<file path="config.mk">
export PLATFORM = sky130hd
export DESIGN_NAME = imem_fetch_ctrl
export DESIGN_NICKNAME = d
export VERILOG_FILES = /design/src/rtl/imem_pkg.sv /design/src/rtl/imem_fetch_ctrl.sv
export SDC_FILE = /design/constraint.sdc
export NUM_CORES = 1
export LEC_CHECK = 0
export BUFFER_PORTS_ARGS = -buffer_cell sky130_fd_sc_hd__buf_2
export CELL_PAD_IN_SITES_DETAIL_PLACEMENT = 1
export CELL_PAD_IN_SITES_GLOBAL_PLACEMENT = 1
export CORE_AREA = 2 2 98 100
export CTS_BUF_LIST = sky130_fd_sc_hd__clkbuf_4 sky130_fd_sc_hd__clkbuf_8 sky130_fd_sc_hd__clkbuf_16
export DETAILED_ROUTE_END_ITERATION = 6
export DIE_AREA = 0 0 100 102
export HOLD_SLACK_MARGIN = 0.03
export PLACE_DENSITY_LB_ADDON = 0.1
export SYNTH_ARGS = -nofsm -noshare
export SYNTH_HDL_FRONTEND = slang
export SYNTH_SLANG_ARGS = --single-unit
</file>
<file path="constraint.sdc">
create_clock -name clock -period 3.25 [get_ports clock]
set_input_delay 0.65 -clock clock [delete_from_list [all_inputs] [get_ports clock]]
set_output_delay 0.65 -clock clock [all_outputs]
set_load 0.02 [all_outputs]
</file>
<file path="src/rtl/imem_pkg.sv">
// Shared types and sizes for the instruction-memory fetch sequencer.
package imem_pkg;

  localparam int unsigned IMEM_ADDR_W    = 8;
  localparam int unsigned INST_W         = 32;
  localparam int unsigned BYTES_PER_INST = 4;

  typedef enum logic [2:0] {
    StIdle,
    StWrite,
    StRead,
    StDrain,
    StDone
  } state_e;

endpackage

</file>
<file path="src/rtl/imem_fetch_ctrl.sv">
// Arbitrates the byte-wide instruction memory between the IF stage and the program loader,
// assembling four sequential byte reads into one big-endian instruction word.
module imem_fetch_ctrl
  import imem_pkg::*;
#(
  parameter int unsigned ADDR_W = IMEM_ADDR_W
) (
  input  logic              clock,
  input  logic              reset,
  input  logic              fetch_req,
  input  logic [31:0]       fetch_pc,
  output logic              fetch_ready,
  output logic              fetch_valid,
  output logic [INST_W-1:0] fetch_inst,
  output logic              fetch_misaligned,
  input  logic              load_valid,
  input  logic [ADDR_W-1:0] load_addr,
  input  logic [7:0]        load_data,
  output logic              load_ready,
  output logic [ADDR_W-1:0] mem_addr,
  output logic              mem_we,
  output logic [7:0]        mem_wdata,
  input  logic [7:0]        mem_rdata
);

  localparam logic [1:0] LastK = 2'(BYTES_PER_INST - 1);

  state_e            state_q, state_d;
  logic [ADDR_W-1:0] addr_q, addr_d;   // fetch base or loader address
  logic [7:0]        data_q, data_d;
  logic [1:0]        k_q, k_d;
  logic [INST_W-1:0] asm_q, asm_d;
  logic [INST_W-1:0] inst_q, inst_d;

  // Upper PC bits and the byte shifted out of the assembly register are dropped by design.
  logic unused_bits;
  assign unused_bits = ^{fetch_pc[31:ADDR_W], asm_q[INST_W-1:INST_W-8]};

  assign fetch_inst = inst_q;

  always_comb begin
    state_d          = state_q;
    addr_d           = addr_q;
    data_d           = data_q;
    k_d              = k_q;
    asm_d            = asm_q;
    inst_d           = inst_q;
    fetch_ready      = 1'b0;
    load_ready       = 1'b0;
    fetch_valid      = 1'b0;
    fetch_misaligned = 1'b0;
    mem_addr         = '0;
    mem_we           = 1'b0;
    mem_wdata        = '0;

    unique case (state_q)
      StIdle: begin
        load_ready  = 1'b1;
        fetch_ready = !load_valid;
        if (load_valid) begin
          addr_d  = load_addr;
          data_d  = load_data;
          state_d = StWrite;
        end else if (fetch_req) begin
          addr_d  = fetch_pc[ADDR_W-1:0];
          k_d     = 2'd0;
          state_d = StRead;
        end
      end
      StWrite: begin
        mem_we    = 1'b1;
        mem_addr  = addr_q;
        mem_wdata = data_q;
        state_d   = StIdle;
      end
      StRead: begin
        mem_addr = addr_q + ADDR_W'(k_q);
        // Read data lags the address by one cycle, so byte k-1 arrives while issuing byte k.
        if (k_q != 2'd0) begin
          asm_d = {asm_q[INST_W-9:0], mem_rdata};
        end
        k_d = k_q + 2'd1;
        if (k_q == LastK) begin
          state_d = StDrain;
        end
      end
      StDrain: begin
        asm_d   = {asm_q[INST_W-9:0], mem_rdata};
        inst_d  = {asm_q[INST_W-9:0], mem_rdata};
        state_d = StDone;
      end
      StDone: begin
        fetch_valid      = 1'b1;
        fetch_misaligned = |addr_q[1:0];
        state_d          = StIdle;
      end
      default: state_d = StIdle;
    endcase
  end

  always_ff @(posedge clock) begin
    if (reset) begin
      state_q <= StIdle;
      addr_q  <= '0;
      data_q  <= '0;
      k_q     <= '0;
      asm_q   <= '0;
      inst_q  <= '0;
    end else begin
      state_q <= state_d;
      addr_q  <= addr_d;
      data_q  <= data_d;
      k_q     <= k_d;
      asm_q   <= asm_d;
      inst_q  <= inst_d;
    end
  end

endmodule

</file>
==> impl_metrics.env, run 1 <==
export IMPL_vdd_drop_max_mv=0.2993
export IMPL_synth_async_reset_ratio_pct=0
export IMPL_hold_start="data_q[5]$_SDFFE_PP0P_"
export IMPL_num_antenna_cells=0
export IMPL_synth_simple_area_share_pct=24.73
export IMPL_cts_path_max_buffers=2
export IMPL_design_area_sq_mm=0.003826
export IMPL_grt_usage_pct=17.29
export IMPL_r2r_end="asm_q[0]$_SDFFE_PP0P_"
export IMPL_slew_headroom_pct=34.32
export IMPL_grt_pass1_wl_um=13970
export IMPL_core_sq_mm=0.009109
export IMPL_worst_hold_path_type="register to register"
export IMPL_synth_xor_xnor_area_share_pct=0.2810
export IMPL_synthTopCellsByArea="dfxtp_1 49%, nand2_1 16%, a21oi_1 11%"
export IMPL_p_int_mw=1.477
export IMPL_final_core_util_pct=42.01
export IMPL_setup_viol=0
export IMPL_postCtsSetupBuffers=0
export IMPL_tightestPinTransition_ns=0.9823
export IMPL_drive_gt1_share_pct=23.53
export IMPL_crit_arrival_ns=2.26
export IMPL_placed_cell_area_sq_mm=0.003608
export IMPL_syn2layout_area_growth_pct=22.76
export IMPL_design_portCount=113
export IMPL_power_share_clock_pct=40.5
export IMPL_drc=0
export IMPL_hold_path_depth=2
export IMPL_ys_types=37
export IMPL_fin_crit_sh_pct=89.69
export IMPL_cts_tree="done"
export IMPL_first_pass_iters=4
export IMPL_synth_edf_count=0
export IMPL_cts_resized=0
export IMPL_rsz0062_at_grt="false"
export IMPL_start_kind="register"
export IMPL_clk_pin_slew_worst_paths_ns=0.08
export IMPL_synth_largest_area_cell="dfxtp_1"
export IMPL_combPwrFrac_pct=9.1
export IMPL_start_util_pct=34.22
export IMPL_drv_slew=0
export IMPL_synth_most_common_cell="nand2_1"
export IMPL_yosys_warnings=0
export IMPL_grt_pass1_vias=2842
export IMPL_vias=2876
export IMPL_final_net_count=536
export IMPL_cts_buffers=9
export IMPL_hold_ws_ns=0.4520
export IMPL_cp_end_kind="output port"
export IMPL_cts_root_buf="clkbuf_8"
export IMPL_syn_area_sq_mm=0.003117
export IMPL_synth_avg_cell_area_sq_um=7.851
export IMPL_synthFlopType="dfxtp_1"
export IMPL_die_w_um=100
export IMPL_fmax_mhz=343.1
export IMPL_hold_viol=0
export IMPL_seq_area_frac_synth_pct=49.46
export IMPL_cts_sinks=77
export IMPL_overflow=0
export IMPL_finalSetupTns_ns=0
export IMPL_viasPerCell=4.899
export IMPL_net_switching_power_mw=0.5083
export IMPL_synth_top_family_by_area="simple AND/OR/NAND/NOR gates"
export IMPL_power_leakage_nw=1.604
export IMPL_synth_nets=462
export IMPL_ctsHoldBuffers=0
export IMPL_r2r_cells=6
export IMPL_drv_cap=0
export IMPL_synth_area_mux_share_pct=2.569
export IMPL_netlist_top_cells_count="133 x nand2_1, 77 x dfxtp_1, 67 x a21oi_1"
export IMPL_required_ns=2.60
export IMPL_port_buffers=88
export IMPL_dr_first_iter_drc_count=80
export IMPL_dp_hpwl_um=5802
export IMPL_synth_top_area_share_pct=49.46
export IMPL_r2r_start="k_q[1]$_SDFFE_PP0P_"
export IMPL_dieArea_sq_mm=0.01020
export IMPL_seqPwrFrac_pct=50.3
export IMPL_htree_levels=3
export IMPL_die_y_um=102
export IMPL_hold_path_end="data_q[5]$_SDFFE_PP0P_"
export IMPL_power_density_mw_per_mm2=519.0
export IMPL_critPathKind="register to output port"
export IMPL_synth_seq_cells=77
export IMPL_r2r_slack_ns=1.29
export IMPL_wl_per_cell_um=14.18
export IMPL_grt_max_degree=39
export IMPL_ant_nets=0
export IMPL_finalCriticalPeriod_ns=2.915
export IMPL_synth_fa_ha_area_share_pct=2.248
export IMPL_swShare_pct=25.60
export IMPL_rows=35
export IMPL_status="finished clean"
export IMPL_path_max_fanout=12
export IMPL_synth_compound_area_share_pct=16.10
export IMPL_clkLatencyLatePin_ns=0.35
export IMPL_gp_congestion=0.7114
export IMPL_fin_skew_ns=0.01054
export IMPL_antenna_found_initial=0
export IMPL_wirelength_um=8325
export IMPL_netlist_instances=397
cell type report:
type,instances,area [sq um]
clock inverters,6,86.33
well taps,111,138.9
multi-input cells,286,1431
flip-flops and latches,77,1541
inverters,3,11.26
clock buffers,10,131.4
fillers,1149,5283
repair buffers,94,485.5
worst max-delay path: stages (launching register included):
cell and delay [ns]:
dfxtp_1 0.60, or3b_1 0.52, or4_1 0.54, nand3_1 0.09, buf_2 0.16
power groups by stage:
stage                     clock network [mW]  logic (mW)  registers, mW
after global placement                     0       0.179           1.02
after CTS                              0.833       0.186          0.999
after global routing                   0.870       0.204           1.00
after detailed placement                   0       0.184           1.02
final                                  0.805       0.181          0.999
after floorplan                            0       0.126           1.01
how the worst max path moves through the flow:
stage,startpoint,to,slack (ns),cells after the start
final,state_q[1]$_SDFFE_PP0P_,mem_addr[7],0.34,4
after global routing,state_q[0]$_SDFFE_PP0P_,mem_addr[2],0.17,4
after CTS,state_q[1]$_SDFFE_PP0P_,mem_addr[7],0.32,4
after detailed placement,state_q[1]$_SDFFE_PP0P_,mem_addr[7],0.73,4
after global placement,state_q[1]$_SDFFE_PP0P_,mem_addr[7],0.79,4
after floorplan,state_q[2]$_SDFFE_PP0P_,mem_addr[7],0.98,5
registers in the layout, summed over array words and instances, names as in the netlist:
register	count
state_q	3
asm_q	24
fetch_inst	32
k_q	2
addr_q	8
data_q	8
cells in the final DEF, fill, tap and decap left out, types with 2 or more instances in the layout:
cell	synthesis	final
bufinv_16	0	2
nor2_1	17	17
and2_1	10	10
nand3_1	2	2
and3b_1	2	2
a211oi_1	9	9
clkinv_2	0	2
a21oi_1	67	67
nor4_1	2	2
buf_2	7	88
mux2i_1	8	8
nand2_1	133	133
o21ai_1	2	2
ha_1	4	4
dfxtp_1	77	77
a22o_1	2	2
buf_4	0	6
nand3b_1	2	2
o21ai_0	7	7
nand4_1	2	2
clkbuf_8	0	9
inv_1	3	3
nor2b_1	2	2
per-layer routing:
layer  GRT usage, %  vias to the layer above  part of all wire (%)  wire, um
met2          29.37                       50                    49      4061
met5              0                        -                     0         0
met3          4.036                        8                   3.6       297
met1          21.78                     1362                    46      3863
li1               -                     1456                     -         -
met4          5.901                        0                   1.2       104
cell families (layout without fill, tap and decap cells):
group,Yosys count,in the layout
simple gates,180,180
compound gates,92,92
flops,77,77
buf+inv,34,113
mux,8,8
fa+ha+maj,5,5
xor+xnor,1,1
stage by stage:
| stage | std cells | setup WS [ns] | total power [mW] |
|---|---|---|---|
| floorplan | 397 | 0.9850 | 1.136 |
| global route | 587 | 0.1668 | 2.079 |
| detailed placement | 571 | 0.7343 | 1.205 |
| finish | 587 | 0.3351 | 1.986 |
| global placement | 571 | 0.7855 | 1.198 |
| CTS | 587 | 0.3230 | 2.018 |
(Power assumes the default switching activity.)
==> run 2: changes to the inputs <==
--- a/config.mk
+++ b/config.mk
@@ -6,6 +6,7 @@
 export NUM_CORES = 1
 export LEC_CHECK = 0
 export BUFFER_PORTS_ARGS = -buffer_cell sky130_fd_sc_hd__buf_2
+export CAP_MARGIN = 20
 export CELL_PAD_IN_SITES_DETAIL_PLACEMENT = 1
 export CELL_PAD_IN_SITES_GLOBAL_PLACEMENT = 1
 export CORE_AREA = 2 2 98 100
==> constraint.sdc (replaced) <==
create_clock -name clock -period 3 [get_ports clock]
set_input_delay 0.6 -clock clock [delete_from_list [all_inputs] [get_ports clock]]
set_output_delay 0.6 -clock clock [all_outputs]
set_load 0.02 [all_outputs]
==> run 2 against run 1 <==
Core utilization shrank 0.11 points. Die area did not move. Non-clock buffer count grew 1. Wire length decreased by 2.0%. Sequential power up 8%. Critical endpoint unchanged.
==> impl_metrics.env, run 2 (synthesis results as in run 1) <==
export IMPL_status="finished clean"
export IMPL_start_util_pct=34.22
export IMPL_p_int_mw=1.528
export IMPL_drc=0
export IMPL_cts_path_max_buffers=2
export IMPL_fmax_mhz=358.7
export IMPL_placed_cell_area_sq_mm=0.003616
export IMPL_tightestPinTransition_ns=0.8233
export IMPL_worst_hold_path_type="register to register"
export IMPL_dp_hpwl_um=5471
export IMPL_grt_pass1_vias=2746
export IMPL_finalSetupTns_ns=0
export IMPL_seqPwrFrac_pct=52.1
export IMPL_ctsHoldBuffers=0
export IMPL_start_kind="register"
export IMPL_wl_met1_um=3834
export IMPL_cts_buffers=9
export IMPL_cts_tree="done"
export IMPL_core_sq_mm=0.009109
export IMPL_antenna_found_initial=0
export IMPL_power_leakage_nw=1.591
export IMPL_power_density_mw_per_mm2=543.9
export IMPL_cp_end_kind="output port"
export IMPL_cts_root_buf="clkbuf_8"
export IMPL_design_area_sq_mm=0.003816
export IMPL_net_switching_power_mw=0.5471
export IMPL_overflow=0
export IMPL_final_net_count=537
export IMPL_grt_usage_pct=16.78
export IMPL_drive_gt1_share_pct=23.69
export IMPL_num_antenna_cells=0
export IMPL_fin_skew_ns=0.009074
export IMPL_hold_viol=0
export IMPL_die_w_um=100
export IMPL_combPwrFrac_pct=9.5
export IMPL_port_buffers=88
export IMPL_crit_arrival_ns=2.19
export IMPL_viasPerCell=4.920
export IMPL_die_y_um=102
export IMPL_vias=2893
export IMPL_required_ns=2.40
export IMPL_wl_per_cell_um=13.88
export IMPL_n_fill_cell=1144
export IMPL_layout_commonest_cell="nand2_1"
export IMPL_first_pass_iters=4
export IMPL_grt_max_degree=78
export IMPL_top_layer_used="met4"
export IMPL_critPathKind="register to output port"
export IMPL_syn2layout_area_growth_pct=22.44
export IMPL_htree_levels=3
export IMPL_clkLatencyLatePin_ns=0.35
export IMPL_ant_nets=0
export IMPL_fin_crit_sh_pct=92.92
export IMPL_clk_pin_slew_worst_paths_ns=0.08
export IMPL_setup_viol=0
export IMPL_final_cell_mix="133 x nand2_1, 88 x buf_2, 77 x dfxtp_1"
export IMPL_cts_resized=0
export IMPL_grt_pass1_wl_um=13520
export IMPL_drv_cap=0
export IMPL_drv_slew=0
export IMPL_dieArea_sq_mm=0.01020
export IMPL_gp_congestion=0.7183
export IMPL_finalCriticalPeriod_ns=2.788
export IMPL_wl_met3_um=302
export IMPL_slew_headroom_pct=45.11
export IMPL_cts_sinks=77
export IMPL_swShare_pct=26.36
export IMPL_power_share_clock_pct=38.4
export IMPL_design_portCount=113
export IMPL_dr_first_iter_drc_count=98
export IMPL_wl_met2_um=3922
export IMPL_rsz0062_at_grt="false"
export IMPL_postCtsSetupBuffers=0
export IMPL_vdd_drop_max_mv=0.2500
export IMPL_largest_reg_flops=32
export IMPL_rows=35
export IMPL_path_max_fanout=12
export IMPL_wirelength_um=8160
[run 2: cell types whose count changed in the layout (fill, tap and decap cells not counted)]
cell	delta
buf_4	+1
bufinv_16	-1
clkbuf_4	+1
clkinv_2	-2
clkinv_4	+1
clkinvlp_4	+2
inv_6	-1
[run 2: final cells by class]
| type | count | area, sq um | area share (%) |
|---|---|---|---|
| clock inverters | 5 | 61.31 | 1.607 |
| multi-input cells | 286 | 1431 | 37.51 |
| well taps | 111 | 138.9 | 3.639 |
| flip-flops and latches | 77 | 1541 | 40.39 |
| inverters | 3 | 11.26 | 0.2951 |
| repair buffers | 95 | 493.0 | 12.92 |
| clock buffers | 11 | 138.9 | 3.639 |
[run 2: worst max-delay path, stage by stage (launching register included)]
cell and delay [ns]:
dfxtp_1 0.56, or3b_1 0.51, or4_1 0.53, nand3_1 0.09, buf_2 0.16
[run 2: path summary, 6_finish.rpt]
check                           slack (ns)                     endpoint  cells after the start                     from
worst max-delay path                  0.21                  mem_addr[7]                      4  state_q[1]$_SDFFE_PP0P_
worst min-delay path                  0.45  fetch_inst[29]$_SDFFE_PP0P_                      2   asm_q[21]$_SDFFE_PP0P_
worst max register to register        1.43        asm_q[8]$_SDFFE_PP0P_                      7      k_q[1]$_SDFFE_PP0P_
worst min register to register        0.45  fetch_inst[29]$_SDFFE_PP0P_                      2   asm_q[21]$_SDFFE_PP0P_
[run 2: through the flow]
step                      power [mW]  utilization, %  hold slack (ns)  cells  setup WS, ns
after floorplan                1.231               -           0.4317    397        0.7850
after global placement         1.299           39.70           0.4371    572        0.5998
after detailed placement       1.307           39.70           0.4445    572        0.5799
after CTS                      2.109           41.90           0.4504    588        0.1925
after global routing           2.186           41.90           0.4766    588       0.05944
final                          2.076           41.90           0.4538    588        0.2123
[run 2: routing by layer]
| layer | GRT usage [%] | up-vias |
|---|---|---|
| li1 | - | 1463 |
| met1 | 20.96 | 1367 |
| met2 | 28.64 | 54 |
| met3 | 4.241 | 9 |
| met4 | 5.374 | 0 |
| met5 | 0 | - |
[run 2: power groups by stage]
stage | clock (mW) | combinational (mW) | sequential, mW
finish | 0.797 | 0.197 | 1.08
global route | 0.876 | 0.223 | 1.09
CTS | 0.825 | 0.202 | 1.08
detailed placement | 0 | 0.201 | 1.11
global placement | 0 | 0.196 | 1.10
floorplan | 0 | 0.136 | 1.09
==> run 3: changes to the inputs <==
--- a/config.mk
+++ b/config.mk
@@ -5,16 +5,18 @@
 export SDC_FILE = /design/constraint.sdc
 export NUM_CORES = 1
 export LEC_CHECK = 0
+export ABC_AREA = 1
 export BUFFER_PORTS_ARGS = -buffer_cell sky130_fd_sc_hd__buf_2
 export CAP_MARGIN = 20
 export CELL_PAD_IN_SITES_DETAIL_PLACEMENT = 1
 export CELL_PAD_IN_SITES_GLOBAL_PLACEMENT = 1
-export CORE_AREA = 2 2 98 100
+export CORE_AREA = 2 2 110 91
 export CTS_BUF_LIST = sky130_fd_sc_hd__clkbuf_4 sky130_fd_sc_hd__clkbuf_8 sky130_fd_sc_hd__clkbuf_16
 export DETAILED_ROUTE_END_ITERATION = 6
-export DIE_AREA = 0 0 100 102
+export DIE_AREA = 0 0 112 93
 export HOLD_SLACK_MARGIN = 0.03
 export PLACE_DENSITY_LB_ADDON = 0.1
+export REMOVE_ABC_BUFFERS = 1
 export SYNTH_ARGS = -nofsm -noshare
 export SYNTH_HDL_FRONTEND = slang
 export SYNTH_SLANG_ARGS = --single-unit
==> run 3 against run 2 <==
Fmax rose by 10%. Wire length fell by 4.0%. Combinational power rose by 100%. Sequential share of layout area fell by 2.4 points. Non-clock buffer count fell by 6. Area after synthesis rose by 2.8%. Setup slack improved by 0.26 ns. Flip-flop and latch count did not move. Final area rose by 6.3%.
==> impl_metrics.env, run 3 <==
export IMPL_status="finished clean"
export IMPL_viasPerCell=4.728
export IMPL_synth_edf_count=0
export IMPL_hold_viol=0
export IMPL_post_place_ws_ns=0.7956
export IMPL_fin_crit_sh_pct=84.13
export IMPL_critPathKind="register to output port"
export IMPL_crit_arrival_ns=1.92
export IMPL_final_net_count=565
export IMPL_hold_ws_ns=0.4566
export IMPL_postCtsSetupBuffers=0
export IMPL_tightestPinTransition_ns=0.8795
export IMPL_finalCriticalPeriod_ns=2.524
export IMPL_cts_resized=0
export IMPL_fmax_mhz=396.2
export IMPL_num_antenna_cells=0
export IMPL_wl_per_cell_um=12.56
export IMPL_vdd_drop_max_mv=0.3964
export IMPL_finalSetupTns_ns=0
export IMPL_wl_met3_um=413
export IMPL_drv_cap=0
export IMPL_die_w_um=112
export IMPL_syn_area_sq_mm=0.003204
export IMPL_syn2layout_area_growth_pct=26.55
export IMPL_worst_slack_ns=0.4760
export IMPL_drive_gt1_share_pct=25.54
export IMPL_clk_pin_slew_worst_paths_ns=0.06
export IMPL_synth_seq_cells=77
export IMPL_htree_levels=3
export IMPL_rsz0062_at_grt="false"
export IMPL_dp_hpwl_um=5391
export IMPL_cts_sinks=77
export IMPL_path_cells="ha_1 > fa_1 > nand2_1 > inv_1 > o31ai_1 > buf_2"
export IMPL_slowest_stage="fa_1"
export IMPL_final_core_util_pct=43.28
export IMPL_netlist_instances=420
export IMPL_worst_hold_path_type="register to register"
export IMPL_design_portCount=113
export IMPL_netlist_top_cells_count="77 x dfxtp_1, 77 x nand2_1, 56 x a21oi_1"
export IMPL_start_kind="register"
export IMPL_clkLatencyLatePin_ns=0.34
export IMPL_top_layer_used="met4"
export IMPL_grt_pass1_wl_um=13290
export IMPL_power_leakage_nw=1.922
export IMPL_rows=32
export IMPL_synthFlopType="dfxtp_1"
export IMPL_first_pass_iters=4
export IMPL_overflow=0
export IMPL_wl_met2_um=3572
export IMPL_yosys_warnings=0
export IMPL_vias=2950
export IMPL_drc=0
export IMPL_slowest_delay_ns=0.39
export IMPL_grt_usage_pct=15.90
export IMPL_totalPowerFinal_mw=2.932
export IMPL_start_util_pct=34.20
export IMPL_gp_congestion=0.7895
export IMPL_synth_async_reset_ratio_pct=0
export IMPL_ctsHoldBuffers=0
export IMPL_path_max_fanout=4
export IMPL_synth_largest_area_cell="dfxtp_1"
export IMPL_largest_reg_flops=32
export IMPL_port_buffers=88
export IMPL_required_ns=2.40
export IMPL_slew_headroom_pct=41.28
export IMPL_cp_end_kind="output port"
export IMPL_setup_viol=0
export IMPL_synth_avg_cell_area_sq_um=7.629
export IMPL_synth_top_area_share_pct=48.11
export IMPL_die_y_um=93
export IMPL_design_area_sq_mm=0.004055
export IMPL_ys_types=27
export IMPL_wirelength_um=7837
export IMPL_dr_first_iter_drc_count=101
export IMPL_fin_skew_ns=0.006608
export IMPL_cts_path_max_buffers=2
export IMPL_power_density_mw_per_mm2=722.9
export IMPL_core_sq_mm=0.009369
export IMPL_ant_nets=0
export IMPL_stdcell_count=624
export IMPL_synthTopCellsByArea="dfxtp_1 48%, nand2_1 9.0%, a21oi_1 8.7%"
export IMPL_drv_slew=0
export IMPL_placed_cells=608
export IMPL_antenna_found_initial=0
export IMPL_cts_root_buf="clkbuf_16"
export IMPL_cts_buffers=9
export IMPL_placed_cell_area_sq_mm=0.003674
export IMPL_seq_area_frac_synth_pct=48.11
export IMPL_dieArea_sq_mm=0.01042
export IMPL_cts_tree="done"
export IMPL_final_cell_mix="88 x buf_2, 77 x nand2_1, 77 x dfxtp_1"
export IMPL_layout_commonest_cell="buf_2"
export IMPL_grt_pass1_vias=2901
export IMPL_grt_max_degree=65
export IMPL_wl_met1_um=3724
==> run 3: cell count changes in the layout (fill, tap and decap cells not counted), moves of 11 or more <==
cell | previous run | this run
nand2_1 | 133 | 77
inv_1 | 3 | 45
o21ai_0 | 7 | 47
o21ai_1 | 2 | 21
nor2_1 | 17 | 33
a21oi_1 | 67 | 56
==> run 3: worst paths after layout <==
kind	start	to	slack (ns)	cells past startpoint
worst max-delay path	addr_q[0]$_SDFFE_PP0P_	mem_addr[2]	0.48	6
worst min-delay path	data_q[0]$_SDFFE_PP0P_	data_q[0]$_SDFFE_PP0P_	0.46	2
worst max register to register	k_q[1]$_SDFFE_PP0P_	asm_q[14]$_SDFFE_PP0P_	1.21	7
worst min register to register	data_q[0]$_SDFFE_PP0P_	data_q[0]$_SDFFE_PP0P_	0.46	2
==> run 3: cell type report <==
| class | count | area, sq um |
|---|---|---|
| flip-flops and latches | 77 | 1541 |
| inverters | 55 | 209.0 |
| clock inverters | 5 | 128.9 |
| multi-input cells | 268 | 1326 |
| repair buffers | 89 | 447.9 |
| fillers | 1182 | 5314 |
| clock buffers | 11 | 252.7 |
| well taps | 119 | 148.9 |
==> run 3: worst max-delay path: cells and delay by family, from the launching register on <==
family / cells / cell delay (ns)
buf+inv: 2 / 0.28
simple gates: 1 / 0.08
compound gates: 1 / 0.26
fa+ha+maj: 2 / 0.63
flops: 1 / 0.35
==> run 3: cells by family (layout without fill, tap and decap cells) <==
kind of cell               count (synthesis)  in the layout  share of synthesized area (%)
AOI/OAI and AO/OA                        138            138                          23.04
adders and majority gates                  5              5                          2.187
buffers and inverters                     75            160                          10.50
DFF                                       77             77                          48.11
and+or+nand+nor                          125            125                          16.17
==> run 3: metal layers <==
metal | global-route usage [%] | vias to the layer above
li1 | - | 1521
met1 | 19.41 | 1351
met2 | 26.62 | 65
met3 | 5.185 | 13
met4 | 5.488 | 0
met5 | 0 | -
==> run 3: power breakdown <==
part / leakage (nW) / internal [mW] / total [mW] / switching [mW]
clock network: 0.186 / 0.945 / 1.37 / 0.423
registers: 0.626 / 1.11 / 1.16 / 0.0537
logic: 1.11 / 0.130 / 0.403 / 0.272
